<file path="src/rtl/gf_power_sbox_seq_if.sv">
// rtl/gf_power_sbox_seq_if.sv - request/response handshake bundle for the GF(2^N) power s-box
interface gf_power_sbox_seq_if #(
    parameter int N    = 6,
    parameter int EXPW = N
);
    logic            in_valid;
    logic            in_ready;
    logic [N-1:0]    x;
    logic [EXPW-1:0] d;
    logic            out_valid;
    logic            out_ready;
    logic [N-1:0]    y;
    logic            busy;

    modport master (
        output in_valid, x, d, out_ready,
        input  in_ready, out_valid, y, busy
    );

    modport slave (
        input  in_valid, x, d, out_ready,
        output in_ready, out_valid, y, busy
    );
endinterface

</file>
<file path="src/rtl/gf_power_sbox_seq.sv">
// rtl/gf_power_sbox_seq.sv - sequential x^d power s-box over GF(2^N) with masked linear term
module gf_power_sbox_seq #(
    parameter int           N     = 6,
    parameter logic [N-1:0] POLY  = 6'b000011,
    parameter logic [N-1:0] TMASK = 6'b010100,
    parameter int           EXPW  = N
) (
    input  logic              clk,
    input  logic              rst_n,
    gf_power_sbox_seq_if.slave bus
);

    localparam int IW = (EXPW > 1) ? $clog2(EXPW) : 1;

    typedef enum logic [1:0] {IDLE, RUN, DONE} state_t;

    state_t          state, state_nxt;
    logic [N-1:0]    acc;
    logic [N-1:0]    x_cap;
    logic [EXPW-1:0] d_cap;
    logic [IW-1:0]   idx;
    logic [N-1:0]    y_q;
    logic            in_ready;
    logic            accept;
    logic            t_bit;
    logic [N-1:0]    sq;
    logic [N-1:0]    step;

    // Polynomial-basis multiply: shift-and-add with on-the-fly reduction by the modulus.
    function automatic logic [N-1:0] gf_mul(input logic [N-1:0] a, input logic [N-1:0] b);
        logic [N-1:0] r;
        logic [N-1:0] s;
        r = '0;
        s = a;
        for (int i = 0; i < N; i++) begin
            if (b[i]) r = r ^ s;
            s = s[N-1] ? ((s << 1) ^ POLY) : (s << 1);
        end
        return r;
    endfunction

    assign accept = bus.in_valid && in_ready;
    assign t_bit  = ^(x_cap & TMASK);
    assign sq     = gf_mul(acc, acc);
    assign step   = d_cap[idx] ? gf_mul(sq, x_cap) : sq;

    assign bus.in_ready  = in_ready;
    assign bus.out_valid = (state == DONE);
    assign bus.busy      = (state == RUN);
    assign bus.y         = y_q;

    // State register.
    always_ff @(posedge clk or negedge rst_n) begin
        if (!rst_n) state <= IDLE;
        else        state <= state_nxt;
    end

    // Next-state decode and request acceptance; in_ready never looks at in_valid.
    always_comb begin
        state_nxt = state;
        in_ready  = 1'b0;
        case (state)
            IDLE: begin
                in_ready = 1'b1;
                if (bus.in_valid) state_nxt = RUN;
            end
            RUN: begin
                if (idx == '0) state_nxt = DONE;
            end
            DONE: begin
                in_ready = bus.out_ready;
                if (bus.out_ready) state_nxt = bus.in_valid ? RUN : IDLE;
            end
            default: state_nxt = IDLE;
        endcase
    end

    // Operand capture and MSB-first square-and-multiply, one exponent bit per cycle.
    always_ff @(posedge clk or negedge rst_n) begin
        if (!rst_n) begin
            acc   <= '0;
            x_cap <= '0;
            d_cap <= '0;
            idx   <= '0;
            y_q   <= '0;
        end else if (accept) begin
            x_cap <= bus.x;
            d_cap <= bus.d;
            acc   <= {{(N-1){1'b0}}, 1'b1};
            idx   <= IW'(EXPW - 1);
        end else if (state == RUN) begin
            acc <= step;
            idx <= idx - 1'b1;
            if (idx == '0) y_q <= step ^ {N{t_bit}};
        end
    end

endmodule

</file>
<file path="src/flat_wrapper.sv">
// flat-port wrapper written by rule: the top's interface ports become plain ports
module gf_power_sbox_seq_flat 
#(
    parameter int           N     = 6,
    parameter logic [N-1:0] POLY  = 6'b000011,
    parameter logic [N-1:0] TMASK = 6'b010100,
    parameter int           EXPW  = N
)
  (clk, rst_n, bus_in_valid, bus_x, bus_d, bus_out_ready, bus_in_ready, bus_out_valid, bus_y, bus_busy);
  gf_power_sbox_seq_if #(.N(N), .EXPW(EXPW)) bus_i ();
  input  logic clk;
  input  logic rst_n;
  input wire logic [$bits(bus_i.in_valid)-1:0] bus_in_valid;
  input wire logic [$bits(bus_i.x)-1:0] bus_x;
  input wire logic [$bits(bus_i.d)-1:0] bus_d;
  input wire logic [$bits(bus_i.out_ready)-1:0] bus_out_ready;
  output wire logic [$bits(bus_i.in_ready)-1:0] bus_in_ready;
  output wire logic [$bits(bus_i.out_valid)-1:0] bus_out_valid;
  output wire logic [$bits(bus_i.y)-1:0] bus_y;
  output wire logic [$bits(bus_i.busy)-1:0] bus_busy;
  assign bus_i.in_valid = bus_in_valid;
  assign bus_i.x = bus_x;
  assign bus_i.d = bus_d;
  assign bus_i.out_ready = bus_out_ready;
  assign bus_in_ready = bus_i.in_ready;
  assign bus_out_valid = bus_i.out_valid;
  assign bus_y = bus_i.y;
  assign bus_busy = bus_i.busy;
  gf_power_sbox_seq #(.N(N), .POLY(POLY), .TMASK(TMASK), .EXPW(EXPW)) u_core (.clk(clk), .rst_n(rst_n), .bus(bus_i));
endmodule
</file>
<file path="config.mk">
export PLATFORM = sky130hd
export DESIGN_NAME = gf_power_sbox_seq_flat
export DESIGN_NICKNAME = d
export VERILOG_FILES = /design/src/rtl/gf_power_sbox_seq_if.sv /design/src/rtl/gf_power_sbox_seq.sv /design/src/flat_wrapper.sv
export SDC_FILE = /design/constraint.sdc
export NUM_CORES = 1
export LEC_CHECK = 0
export ABC_AREA = 1
export BUFFER_PORTS_ARGS = -buffer_cell sky130_fd_sc_hd__buf_2
export CAP_MARGIN = 10
export CORE_MARGIN = 1.5
export CORE_UTILIZATION = 40
export DETAILED_ROUTE_END_ITERATION = 7
export PLACE_DENSITY_LB_ADDON = 0.08
export SLEW_MARGIN = 40
export SYNTH_ARGS = -nofsm -noshare
export SYNTH_HDL_FRONTEND = slang
export SYNTH_SLANG_ARGS = --single-unit
</file>
<file path="constraint.sdc">
create_clock -name clk -period 2.6 [get_ports clk]
set_input_delay 0.39 -clock clk [delete_from_list [all_inputs] [get_ports clk]]
set_output_delay 0.39 -clock clk [all_outputs]
set_load 0.01 [all_outputs]
</file>
# Word-level counts from Yosys, hierarchy flattened
# Cells that the tools add are included.
# op_classes
addsub	1
n_lt_le_gt_ge	1
n_eq_ne	5
n_mux	35
bitwise	22
n_reduce_logical	7
# op_table
cell	count
$mux W6	15
$xor A6 B6 Y6	11
$mux W2	13
$not A2 Y2	10
$mux W3	2
$pmux W2 S3	1
$reduce_and A3 Y1	2
$reduce_xor A6 Y1	1
$lt A3 B4 Y1 const B	1
$ne A2 B2 Y1 const B	2
$bmux W1 S3	1
$logic_not A3 Y1	1
$sub A3 B1 Y3 const B	1
$eq A2 B1 Y1 const B	1
$eq A2 B2 Y1 const B	1
$logic_not A2 Y1	1
$mux W1	2
$ne A2 B1 Y1 const B	1
$pmux W1 S2	1
$reduce_bool A2 Y1	1
$logic_and A1 B1 Y1	1
$not A1 Y1	1
# totals
register_bits	29
inputBits	16
output_inout_bits	9
word_cells	77

# Logic depth before layout (Yosys ltp)
# depth
ltp_word	27
depth_mapped	21
depth_no_buf	21

# Least setup slack after synthesis
# No wires, ideal clock.
# synth_path
kind	reg2reg
from	register u_core.acc[0]
to	register u_core.y_q[4], in the netlist u_core.bus.y[4]
t_arrival_ns	2.090
t_required_ns	2.482
setup_slack_ns	0.393
stages_incl_launch_ff	19
path_buffers	0
period_less_slack_ns	2.207
cell_sequence	dfrtp_1 -> ha_1 -> inv_2 -> nand2_2 -> nand2_2 -> nand2_1 -> nand2_1 -> nand3b_1 -> nand2_4 -> nand2_1 -> or2_1 -> nand3_1 -> nand2_1 -> nand2_1 -> nand3_2 -> nand2_2 -> nand2_1 -> nand3_1 -> nand2_1
# synth_via
elab_chain_cells	24
word_cells_on_any_way	30
cone_classes	mux (16); bitwise (14)
# synth_rtl
item	line_no	rtl
start: declaration	gf_power_sbox_seq.sv:18	logic [N-1:0] acc;
start signal: assignment	gf_power_sbox_seq.sv:89	acc <= {{(N-1){1'b0}}, 1'b1};
start signal: assignment	gf_power_sbox_seq.sv:92	acc <= step;
$mux W6	gf_power_sbox_seq.sv:36	if (b[i]) r = r ^ s;
$xor A6 B6 Y6	gf_power_sbox_seq.sv:36	
$mux W6	gf_power_sbox_seq.sv:36	
$xor A6 B6 Y6	gf_power_sbox_seq.sv:36	
$mux W6	gf_power_sbox_seq.sv:36	
$xor A6 B6 Y6	gf_power_sbox_seq.sv:36	
$mux W6	gf_power_sbox_seq.sv:36	
$xor A6 B6 Y6	gf_power_sbox_seq.sv:36	
[8 not listed]	-	
$xor A6 B6 Y6	gf_power_sbox_seq.sv:36	
$mux W6	gf_power_sbox_seq.sv:36	
$xor A6 B6 Y6	gf_power_sbox_seq.sv:36	
$mux W6	gf_power_sbox_seq.sv:36	
$xor A6 B6 Y6	gf_power_sbox_seq.sv:36	
$mux W6	gf_power_sbox_seq.sv:36	
$mux W6 (*)	gf_power_sbox_seq.sv:45	assign step = d_cap[idx] ? gf_mul(sq, x_cap) : sq;
$xor A6 B6 Y6 (*)	gf_power_sbox_seq.sv:94	if (idx == '0) y_q <= step ^ {N{t_bit}};
end signal: assignment	gf_power_sbox_seq.sv:94	
end: declaration	gf_power_sbox_seq.sv:22	logic [N-1:0] y_q;
# Every way passes the cells marked *; elsewhere a longest branch is shown, timed or not.
# A chain may end at the register's enable or synchronous reset.

# Final worst setup path
# layout_path
from	register u_core.acc[0]
to	register u_core.y_q[3], in the netlist u_core.bus.y[3]
# Same word-level chain as after synthesis.

==> key figures <==
Route
  – Avg WL per Cell: 13.2 um
  – Residual DRC: 0
  – Detailed Route Iter0 Violations: 148
  – Via density: 5.07
  – Post-route ant nets: 0
  – Via count: 2,442
  – Routed wire length: 6.36 mm
  – Drt first pass iters: 4

Clocking
  – Clock Sinks: 29
  – CTS tree: yes
  – Later-pin clock latency in the skew report: 280 ps
  – Hold_buf cts: 0
  – Clk pin slew, worst setup/hold paths: about 60 ps
  – Clock Tree Buf Depth: 2
  – CTS Buf Count: 5
  – H-tree depth reported by CTS: 2
  – Root buffer cell: clkbuf_8

Critical path
  – CP dominant cell by count: nand2_1
  – CP max stage delay: between 400 and 500 ps
  – Worst path slowest cell: dfrtp_2
  – Arrival @ worst endpoint: 2570 ps
  – RR Endpoint: u_core.bus.y[3]$_DFFE_PN0P_
  – Maximum fanout count along the critical path: 5
  – R2R Setup Slk: 200 ps
  – Critical-path cell list: ha_4 > inv_2 > nand2_2 > nand3_1 > inv_1 > nor2_2 > nor2_4 > nand2_1 > nand2_2 > nand2_1 > xor2_2 > inv_1 > nand2_1 > nand3_1 > nand2_2 > nand2_1 > nand3_1 > nand2_1
  – CP startpoint kind: flop
  – Worst path required time: 2770 ps
  – Crit path kind: flop to flop
  – R2R cell count: 18
  – Crit path from: u_core.acc[0]$_DFFE_PN0P_
  – End of the critical path: u_core.bus.y[3]$_DFFE_PN0P_
  – Crit end category: flop
  – Worst R2R Start: u_core.acc[0]$_DFFE_PN0P_

Synthesis
  – Post-synth cell types: 29
  – Ys Warns: 0
  – EDFF count, synth: 0
  – Syn avg cell area: around 6.4 um2
  – Ys flop type: dfrtp_1
  – Mapped Nets: between 300 and 400
  – Share of synthesized registers carrying an async set or reset: 100%
  – Sequential-to-total area share from yosys stat: 30.2%
  – Mapped Area: 2400 um2
  – Mapped Cells: 376
  – Synth Register Bits: 29

GRT
  – Number of global-route vias before repair: 2,224
  – Grt total ovfl: 0
  – Tot GR Track Use: 21.0%
  – Grt met2 use: between 30% and 40%
  – GR Util met1: approximately 29%
  – Global-route wire length before repair: 10.5 mm
  – M3 GR Usage: 4.09%
  – Pin count of the biggest net entering global routing: 30
  – Busiest layer in global routing: met2
  – Initial antenna violation count: 0

Placement
  – Placed cell areas: 2590 um2
  – Inst Count DP: 470
  – Final GP Congestion: ~0.93
  – Post-detail-place hpwl: 4.87 mm
  – IO Port Bufs: 24

STA
  – Final Max Tran Viols: 0
  – Setup TNS: 0 ps
  – Setup Skew: 5.57 ps
  – Slew HR: 56.8%
  – RSZ-0062 raised after global routing: yes
  – Final hold vios: 0
  – Worst slew pin tran: between 600 and 700 ps
  – Final setup violating endpoints: 0
  – Max frequency: between 400 and 500 MHz
  – Fin crit period: approximately 2400 ps
  – Final period util: about 92%

Floorplan
  – Std-Cell Rows: 28
  – Initial Util: 41.1%
  – I/O pin count: 25
  – Total die area: 6480 um2
  – Core footprint: around 5900 um2
  – Chip height: 80.5 um
  – Die W: around 80 um

Min path
  – Hold crit path type: input pin to asynchronous set/reset pin

Layout
  – Footprint of the multi-input gates: 1550 um2
  – # fillers: 604
  – Commonest non-fill, non-tap cell in the layout: nand2_1
  – Fin cells: roughly 480
  – Final Instance Area: 2820 um2
  – Diodes inserted: 0
  – Synth-to-Final Area Change: 17.3%
  – Most frequent cells in the layout: nand2_1, nand3_1, inv_1, dfrtp_1, buf_2
  – Share of cells above drive strength 1: between 20% and 30%
  – Register Area: 727 um2
  – Fin nets: 426

Status
  – Status: complete, no violations

Flow run
  – Max Cap Viol: 0
-- layer usage --
metal,share of wire (%),routed length [um],up-vias
met2,43,2760,69
met5,0,0,-
met3,5.6,359,14
met1,49,3110,1099
met4,2.1,136,0
li1,-,-,1260
-- cell type report --
class	instances	share of cell area [%]
clock inverter	2	1.24
tap	75	3.33
timing repair buffer	33	6.66
clock buffer	5	2.44
sequential	29	25.8
multi-input combinational	297	55.1
inverter	41	5.46
-- how the worst min path moves through the flow --
stage	start	to	slack (ps)	depth (start not counted)
after global placement	rst_n	u_core.d_cap[0]$_DFFE_PN0P_	450	1
after detailed placement	rst_n	u_core.d_cap[0]$_DFFE_PN0P_	450	1
after floorplan	rst_n	u_core.acc[0]$_DFFE_PN0P_	90	0
final	rst_n	u_core.d_cap[0]$_DFFE_PN0P_	120	1
after global routing	rst_n	u_core.d_cap[0]$_DFFE_PN0P_	180	1
after CTS	rst_n	u_core.d_cap[0]$_DFFE_PN0P_	140	1
-- stage by stage --
| step | worst slack [ps] | utilization [%] | hold slack, ps |
|---|---|---|---|
| CTS | 13.4 | 46.5 | 140 |
| global route | -13.7 | 48.2 | 184 |
| global placement | -41.7 | 44.3 | 450 |
| detailed placement | -44.7 | 44.3 | 455 |
| floorplan | 393 | - | 94.4 |
| finish | 201 | 48.2 | 124 |
-- cell usage after synthesis, types with 2 or more instances --
cell type,number,area (um2)
a21oi_1,8,40.0
buf_2,2,10.0
buf_4,3,22.5
clkbuf_1,3,11.3
dfrtp_1,29,726
ha_1,3,37.5
inv_1,35,131
inv_2,6,22.5
mux2_2,7,78.8
nand2_1,140,526
nand2_2,11,68.8
nand2_4,2,22.5
nand3_1,60,300
nand3_2,2,20.0
nand3b_1,5,37.5
nor2_1,25,93.8
o21ai_0,7,35.0
o21ai_1,2,10.0
o22ai_1,6,37.5
xnor2_1,6,52.6
xor2_1,6,52.6
-- state kept, by name (all words and copies together) (netlist names) --
name / cells
u_core.bus.y: 6
u_core.idx: 3
u_core.state: 2
u_core.x_cap: 6
u_core.acc: 6
u_core.d_cap: 6
-- worst max-delay path: cells and delay by family (launching register included) --
kind          cells  cell delay (ps)
xor+xnor          1              170
fa+ha+maj         1              300
buf+inv           3              210
flops             1              430
simple gates     13             1170
-- timing repair --
item / 4_1_cts / 5_1_grt
endpoints found under the setup margin: 2 / 12
resized for setup: 2 / 18
cloned: 0 / 0
endpoints found under the hold margin: 0 / 0
pin swaps: 1 / 5
setup buffers: 2 / 3
-- kinds of logic (layout without fill, tap and decap cells) --
| kind of cell | after synthesis | after routing | synth area share (%) |
|---|---|---|---|
| buf+inv | 50 | 81 | 8.70 |
| compound gates | 25 | 25 | 5.89 |
| fa+ha+maj | 3 | 3 | 1.56 |
| simple gates | 250 | 250 | 46.0 |
| flops | 29 | 29 | 30.2 |
| xor+xnor | 12 | 12 | 4.37 |
| mux | 7 | 7 | 3.28 |
Power is left out: the tool's default activity adds up to more than one toggle a clock period on the data nets, which glitch-free logic cannot reach.
